$ cat src/rtl/priority_encoder_scan.sv
// priority_encoder_scan
//   Clocked request scanner. Accepts an arbitrary request vector over a
//   valid/ready input, then emits the index of every set bit, one per output
//   handshake, lowest-first (LSB_FIRST=1) or highest-first (LSB_FIRST=0).
//
//   Optional feature macro: ENC_ZERO_REPORT_EN
//     defined   -> adds out_none; an accepted all-zero vector produces one
//                  beat with out_none=1, out_last=1, out_index=0.
//     undefined -> an accepted all-zero vector is silently dropped.
module priority_encoder_scan #(
  parameter  int IN_WIDTH  = 8,
  parameter  int LSB_FIRST = 1,
  localparam int OUT_WIDTH = $clog2(IN_WIDTH)
) (
  input  logic                 clk,
  input  logic                 rst_n,
  input  logic [IN_WIDTH-1:0]  in_lines,
  input  logic                 in_valid,
  output logic                 in_ready,
  output logic [OUT_WIDTH-1:0] out_index,
  output logic                 out_valid,
  input  logic                 out_ready,
  output logic                 out_last
`ifdef ENC_ZERO_REPORT_EN
  ,
  output logic                 out_none
`endif
);

  // ZERO is only reachable when zero-vector reporting is compiled in.
  typedef enum logic [1:0] {
    IDLE = 2'd0,
    SCAN = 2'd1,
    ZERO = 2'd2
  } state_t;

  state_t                state_q, state_d;
  logic [IN_WIDTH-1:0]   pending_q, pending_d;
  logic                  active_q;
  logic [OUT_WIDTH-1:0]  enc_idx;
  logic [IN_WIDTH-1:0]   enc_mask;
  logic                  one_left;

  // Priority encode of pending: index and one-hot mask of the winning bit.
  always_comb begin
    // NOTE: every variable gets a default before any conditional assignment,
    // otherwise synthesis infers a latch to hold the old value.
    enc_idx  = '0;
    enc_mask = '0;
    if (LSB_FIRST != 0) begin
      // Walk downwards so the lowest set bit is the last one written.
      for (int i = IN_WIDTH - 1; i >= 0; i--) begin
        if (pending_q[i]) begin
          enc_idx     = OUT_WIDTH'(i);
          enc_mask    = '0;
          enc_mask[i] = 1'b1;
        end
      end
    end else begin
      // Walk upwards so the highest set bit is the last one written.
      for (int i = 0; i < IN_WIDTH; i++) begin
        if (pending_q[i]) begin
          enc_idx     = OUT_WIDTH'(i);
          enc_mask    = '0;
          enc_mask[i] = 1'b1;
        end
      end
    end
  end

  // Exactly one bit left means the current beat is the final one.
  assign one_left = (pending_q != '0) &&
                    ((pending_q & (pending_q - 1'b1)) == '0);

  // Next-state and handshake outputs; outputs idle at zero by default.
  always_comb begin
    state_d   = state_q;
    pending_d = pending_q;
    in_ready  = 1'b0;
    out_valid = 1'b0;
    out_index = '0;
    out_last  = 1'b0;
`ifdef ENC_ZERO_REPORT_EN
    out_none  = 1'b0;
`endif
    case (state_q)
      IDLE: begin
        // active_q keeps in_ready low until the first edge out of reset.
        in_ready = active_q;
        if (in_valid && active_q) begin
          if (in_lines != '0) begin
            pending_d = in_lines;
            state_d   = SCAN;
          end else begin
`ifdef ENC_ZERO_REPORT_EN
            state_d = ZERO;
`else
            state_d = IDLE;
`endif
          end
        end
      end
      SCAN: begin
        out_valid = 1'b1;
        out_index = enc_idx;
        out_last  = one_left;
        if (out_ready) begin
          pending_d = pending_q & ~enc_mask;
          if (one_left) state_d = IDLE;
        end
      end
      ZERO: begin
        out_valid = 1'b1;
        out_last  = 1'b1;
`ifdef ENC_ZERO_REPORT_EN
        out_none  = 1'b1;
`endif
        if (out_ready) state_d = IDLE;
      end
      default: state_d = IDLE;
    endcase
  end

  // State register with synchronous active-low reset.
  always_ff @(posedge clk) begin
    // NOTE: sequential state uses non-blocking assignments so every flop
    // samples pre-edge values regardless of statement order.
    if (!rst_n) begin
      state_q   <= IDLE;
      pending_q <= '0;
      active_q  <= 1'b0;
    end else begin
      state_q   <= state_d;
      pending_q <= pending_d;
      active_q  <= 1'b1;
    end
  end

endmodule

$ cat config.mk
export PLATFORM = sky130hd
export DESIGN_NAME = priority_encoder_scan
export DESIGN_NICKNAME = d
export VERILOG_FILES = /design/src/rtl/priority_encoder_scan.sv
export SDC_FILE = /design/constraint.sdc
export NUM_CORES = 1
export LEC_CHECK = 0
export ABC_CLOCK_PERIOD_IN_PS = 4300
export CAP_MARGIN = 20
export CELL_PAD_IN_SITES_DETAIL_PLACEMENT = 1
export CELL_PAD_IN_SITES_GLOBAL_PLACEMENT = 1
export CORE_MARGIN = 3
export CORE_UTILIZATION = 46
export CTS_CLUSTER_DIAMETER = 40
export CTS_CLUSTER_SIZE = 14
export DETAILED_ROUTE_END_ITERATION = 10
export DONT_BUFFER_PORTS = 1
export PLACE_DENSITY_LB_ADDON = 0.1
export RECOVER_POWER = 25
export SKIP_LAST_GASP = 1
export SYNTH_ARGS = -nofsm -noshare
export SYNTH_HDL_FRONTEND = slang
export SYNTH_SLANG_ARGS = --single-unit
$ cat constraint.sdc
create_clock -name clk -period 4.3 [get_ports clk]
set_input_delay 1.075 -clock clk [delete_from_list [all_inputs] [get_ports clk]]
set_output_delay 1.075 -clock clk [all_outputs]
set_load 0.05 [all_outputs]
==> metrics.yaml, run 1 <==
status: "finished clean"
cts_max_path_buffers: 2
vias: 651
grt_antenna_before_repair: 0
powerDensity_nw_per_um2: 361
p_switching_mw: 0.0874
synthesis.instances: 84
ys_seq_area_share_pct: 29.5
first_global_vias: 688
grt_pass1_wl_um: 3210
slew_violations: 0
die_h_um: 44.4
drc: 0
ys_top_cells_by_area: "dfxtp_1 30%, a21oi_1 5.9%, nand3b_1 5.5%"
cp.required_ps: 3220
power_leakage_nw: 0.237
postSynthAreaPerCell_um2: 8.07
wl_per_cell_um: 18.6
hpwl_um: 1350
synth_ff_type: "dfxtp_1"
grt_max_degree: 18
post_dp_cell_area_um2: 683
drive_gt1_share_pct: 15.5
min_period_ps: 3480
syn_nets: 96
ys_types: 38
worst_clock_skew_ps: 7.31
critPathKind: "register to output port"
place.gp.congestion: 0.789
core_um2: 1330
start_kind: "register"
pin_count: 18
syn_area_um2: 678
yosys_warnings: 0
fin_nets: 97
synth_fa_ha_area_share_pct: 1.48
timing.final.hold_violations: 0
insertedDiodeCount: 0
critPathArrivalTime_ps: 2400
clock_sinks: 10
synthSimpleGateAreaFrac_pct: 28.8
crit_path_max_fanout: 8
setup_viol: 0
grt_use_total_pct: 22.0
preCtsSetupSlack_ps: 1140
p_int_mw: 0.171
finalSetupTns_ps: 0
initial_core_util_pct: 50.8
synth_edf_count: 0
setup_slack_ps: 824
die_w_um: 44.4
maxCapViolCount: 0
synth_top_family_by_area: "compound AO/OA/AOI/OAI gates"
comb_power_share_pct: 20.9
tightest_slew_ps: 992
ys_ff_latch: 10
fin_crit_sh_pct: 80.8
async_flop_share_pct: 0
drt_iter0_drc: 6
slew_headroom_pct: 33.8
post_cts_resized: 0
stdcell_area_um2: 716
tritoncts: "built"
switching_share_pct: 33.8
io_buffers: 0
drt-total-wl_um: 1840
htree_levels: 1
numCtsBuffers: 3
fmax_ghz: 0.288
hp-class: "register to register"
rsz0062_at_grt: "no"
synthMuxAreaShare_pct: 0
postCtsSetupBuffers: 0
rows: 13
pwr-share-seq_pct: 44.0
clockPowerShare_pct: 35.0
postCtsHoldBufs: 0
synth_top_cell_area_share_pct: 29.5
synth_xor_area_share_pct: 0
clkTransAtPathRegs_ps: 80
cts_root_buf: "clkbuf_4"
viasPerCell: 6.58
clock_latency_ps: 280
synthToLayoutAreaGrowth_pct: 5.54
dieArea_um2: 1970
firstDrtPassIters: 4
final_antenna_net_count: 0
yosysTopAreaCell: "dfxtp_1"
synth_compound_area_share_pct: 33.0
overflow: 0
cp-end-kind: "output port"
peakVddDrop_mv: 0.206
## metal layers
layer	share of wire (%)	global-route usage, %	up-vias
met5	0	0	-
li1	-	-	323
met1	49	32.0	312
met2	46	31.7	14
met3	4.2	3.66	2
met4	1.0	9.04	0
## cell type report
class                      instances  area (um2)
timing repair buffer               2        11.3
multi-input combinational         64         434
tap                               15        18.8
clock buffer                       4        36.3
sequential                        10         200
inverter                           4        15.0
fill                             170         618
## synthesized netlist by cell type (2+ instances only)
master and instances:
a21oi_1 8, a31oi_1 4, clkbuf_1 4, dfxtp_1 10, inv_1 4, nand2_1 8
nand2b_1 3, nand3b_1 5, nor2_1 5, nor4_1 2, o211ai_1 2, o21ai_0 2
o311ai_0 2
## final timing paths
check | startpoint | slack [ps] | cells past startpoint | endpoint
setup / recovery | pending_q[1] | 820 | 4 | out_last
hold / removal | pending_q[7] | 580 | 2 | pending_q[7]
setup reg to reg | state_q[0] | 2280 | 4 | pending_q[1]
hold reg to reg | pending_q[7] | 580 | 2 | pending_q[7]
## stage by stage
stage          power [mW]  hold slack, ps  instances  utilization [%]
6_report            0.259             585         99             53.7
5_1_grt             0.269             631         99             53.7
4_1_cts             0.259             579         99             53.9
3_5_place_dp        0.170             571         95             51.2
3_3_place_gp        0.169             554         95             51.2
2_1_floorplan       0.160             503         84                -
## layout by cell type, fill, tap and decap left out, types with 2 or more instances in the layout
master    Yosys  layout
o21ai_0       2       2
o211ai_1      2       2
a31oi_1       4       4
clkbuf_4      0       3
nand2_1       8       8
nor2_1        5       5
o311ai_0      2       2
nand2b_1      3       3
dfxtp_1      10      10
a21oi_1       8       8
inv_1         4       4
nand3b_1      5       5
nor4_1        2       2
## critical path, cell delays in order, from the launching register on
cell,delay (ps)
dfxtp_1,380
or4_4,600
a2111oi_4,330
nor2_1,110
nor3b_2,690
## power by group through the flow
| stage | sequential [mW] | combinational [mW] | clock [mW] |
|---|---|---|---|
| 3_3_place_gp | 0.115 | 0.0536 | 0 |
| 4_1_cts | 0.114 | 0.0547 | 0.0907 |
| 6_report | 0.114 | 0.0541 | 0.0906 |
| 5_1_grt | 0.116 | 0.0595 | 0.0942 |
| 2_1_floorplan | 0.107 | 0.0536 | 0 |
| 3_5_place_dp | 0.116 | 0.0544 | 0 |
## cells by family (layout without fill, tap and decap cells)
group,Yosys count,after routing
AND/OR/NAND/NOR,34,34
AO/OA/AOI/OAI,29,29
flip-flops,10,10
buffers and inverters,10,10
adder cells (fa/ha/maj),1,1
## flip-flops by register name, summed over array words and instances (netlist names)
signal	cells
state_q	1
active_q	1
pending_q	8
No activity file was read; power rests on OpenSTA's default activity.
==> run 2: changes to the inputs <==
--- a/config.mk
+++ b/config.mk
@@ -5,12 +5,12 @@
 export SDC_FILE = /design/constraint.sdc
 export NUM_CORES = 1
 export LEC_CHECK = 0
-export ABC_CLOCK_PERIOD_IN_PS = 4300
+export ABC_CLOCK_PERIOD_IN_PS = 3050
 export CAP_MARGIN = 20
 export CELL_PAD_IN_SITES_DETAIL_PLACEMENT = 1
 export CELL_PAD_IN_SITES_GLOBAL_PLACEMENT = 1
 export CORE_MARGIN = 3
-export CORE_UTILIZATION = 46
+export CORE_UTILIZATION = 38
 export CTS_CLUSTER_DIAMETER = 40
 export CTS_CLUSTER_SIZE = 14
 export DETAILED_ROUTE_END_ITERATION = 10
==> constraint.sdc (replaced) <==
create_clock -name clk -period 3.05 [get_ports clk]
set_input_delay 0.7625 -clock clk [delete_from_list [all_inputs] [get_ports clk]]
set_output_delay 0.7625 -clock clk [all_outputs]
set_load 0.05 [all_outputs]
==> metrics.yaml, run 2 (same netlist as run 1, synthesis figures left out) <==
die_w_um: 48.2
peakVddDrop_mv: 0.193
reg2reg_depth: 4
grt_use_met2_pct: 24.2
powerDensity_nw_per_um2: 442
total_power_mw: 0.333
holdPathStages: 0
finish.utilization_pct: 47.3
postCtsSetupBuffers: 0
timing.final.hold_violations: 0
status: "finished clean"
cts_max_path_buffers: 2
critPathArrivalTime_ps: 2040
final_cell_mix: "10 x dfxtp_1, 8 x a21oi_1, 8 x nand2_1"
min_period_ps: 2810
grt_use_total_pct: 18.6
finalSetupTns_ps: 0
clock_latency_ps: 270
post_cts_resized: 0
maxCapViolCount: 0
numCtsBuffers: 3
core_um2: 1590
power_leakage_nw: 0.260
drt-total-wl_um: 1730
drt_iter0_drc: 8
initial_core_util_pct: 42.5
clkTransAtPathRegs_ps: 70
place.gp.congestion: 0.742
slew_headroom_pct: 35.8
top_usage_layer: "met1"
grt_pass1_wl_um: 2950
fin_crit_sh_pct: 92.0
drive_gt1_share_pct: 20.5
final_antenna_net_count: 0
wl_per_cell_um: 15.5
cp-end-kind: "output port"
critPathKind: "register to output port"
rows: 14
tritoncts: "built"
post_dp_cell_area_um2: 732
crit_path_max_fanout: 8
fmax_ghz: 0.356
slew_violations: 0
firstDrtPassIters: 4
cp.required_ps: 2290
die_h_um: 48.2
hpwl_um: 1330
clock_sinks: 10
hold_ws_ps: 523
first_global_vias: 640
grt_antenna_before_repair: 0
cts_root_buf: "clkbuf_4"
hp-class: "input pin to register"
pin_count: 18
fillers: 197
stdcell_area_um2: 754
insertedDiodeCount: 0
largest_reg_flops: 8
tightest_slew_ps: 958
grtUsageMet3_pct: 5.17
synthToLayoutAreaGrowth_pct: 11.3
grt_max_degree: 15
htree_levels: 1
largest_register: "pending_q"
multiInputGateArea_um2: 434
layout_commonest_cell: "dfxtp_1"
rsz0062_at_grt: "no"
drc: 0
viasPerCell: 5.74
worst_clock_skew_ps: 6.92
fin_nets: 102
postCtsHoldBufs: 0
io_buffers: 0
reg_top3: "pending_q x8, active_q x1, state_q x1"
setup_viol: 0
ff_latch_area_um2: 200
dieArea_um2: 2330
globalRouteMet1Util_pct: 27.0
vias: 643
start_kind: "register"
overflow: 0
[run 2: cell count changes in the layout (fill, tap and decap cells not counted)]
cell,before,now
clkbuf_8,1,0
clkbuf_1,1,0
buf_4,1,7
[run 2: critical path, stage by stage (launching register included)]
cell and delay (ps):
dfxtp_1 380, or4_4 600, a2111oi_4 320, nor2_1 110, nor3b_2 160, buf_4 210
[run 2: layer usage]
metal	share of wire (%)	up-vias
met5	0	-
met4	2.1	0
met3	4.9	4
met2	44	14
met1	49	297
li1	-	328
[run 2: worst paths after layout]
check / startpoint / to / slack [ps]
worst max-delay path: pending_q[1] / out_last / 240
worst min-delay path: rst_n / active_q / 520
worst max register to register: state_q[0] / pending_q[2] / 1200
worst min register to register: pending_q[7] / pending_q[7] / 560
[run 2: cell type report]
class | count | area share, %
clock buffers | 3 | 2.99
inverters | 4 | 1.99
multi-input cells | 64 | 57.5
flip-flops and latches | 10 | 26.5
well taps | 24 | 3.98
repair buffers | 7 | 6.97
[run 2: metrics by stage]
step / instances / worst slack, ps
after detailed placement: 109 / 527
after global routing: 112 / 91.6
after floorplan: 84 / 256
after CTS: 112 / 237
after global placement: 109 / 560
final: 112 / 244
[run 2: power breakdown]
group | total (mW) | internal, mW | switching [mW]
Clock | 0.0901 | 0.0455 | 0.0446
Combinational | 0.0896 | 0.0366 | 0.0530
Sequential | 0.154 | 0.138 | 0.0154
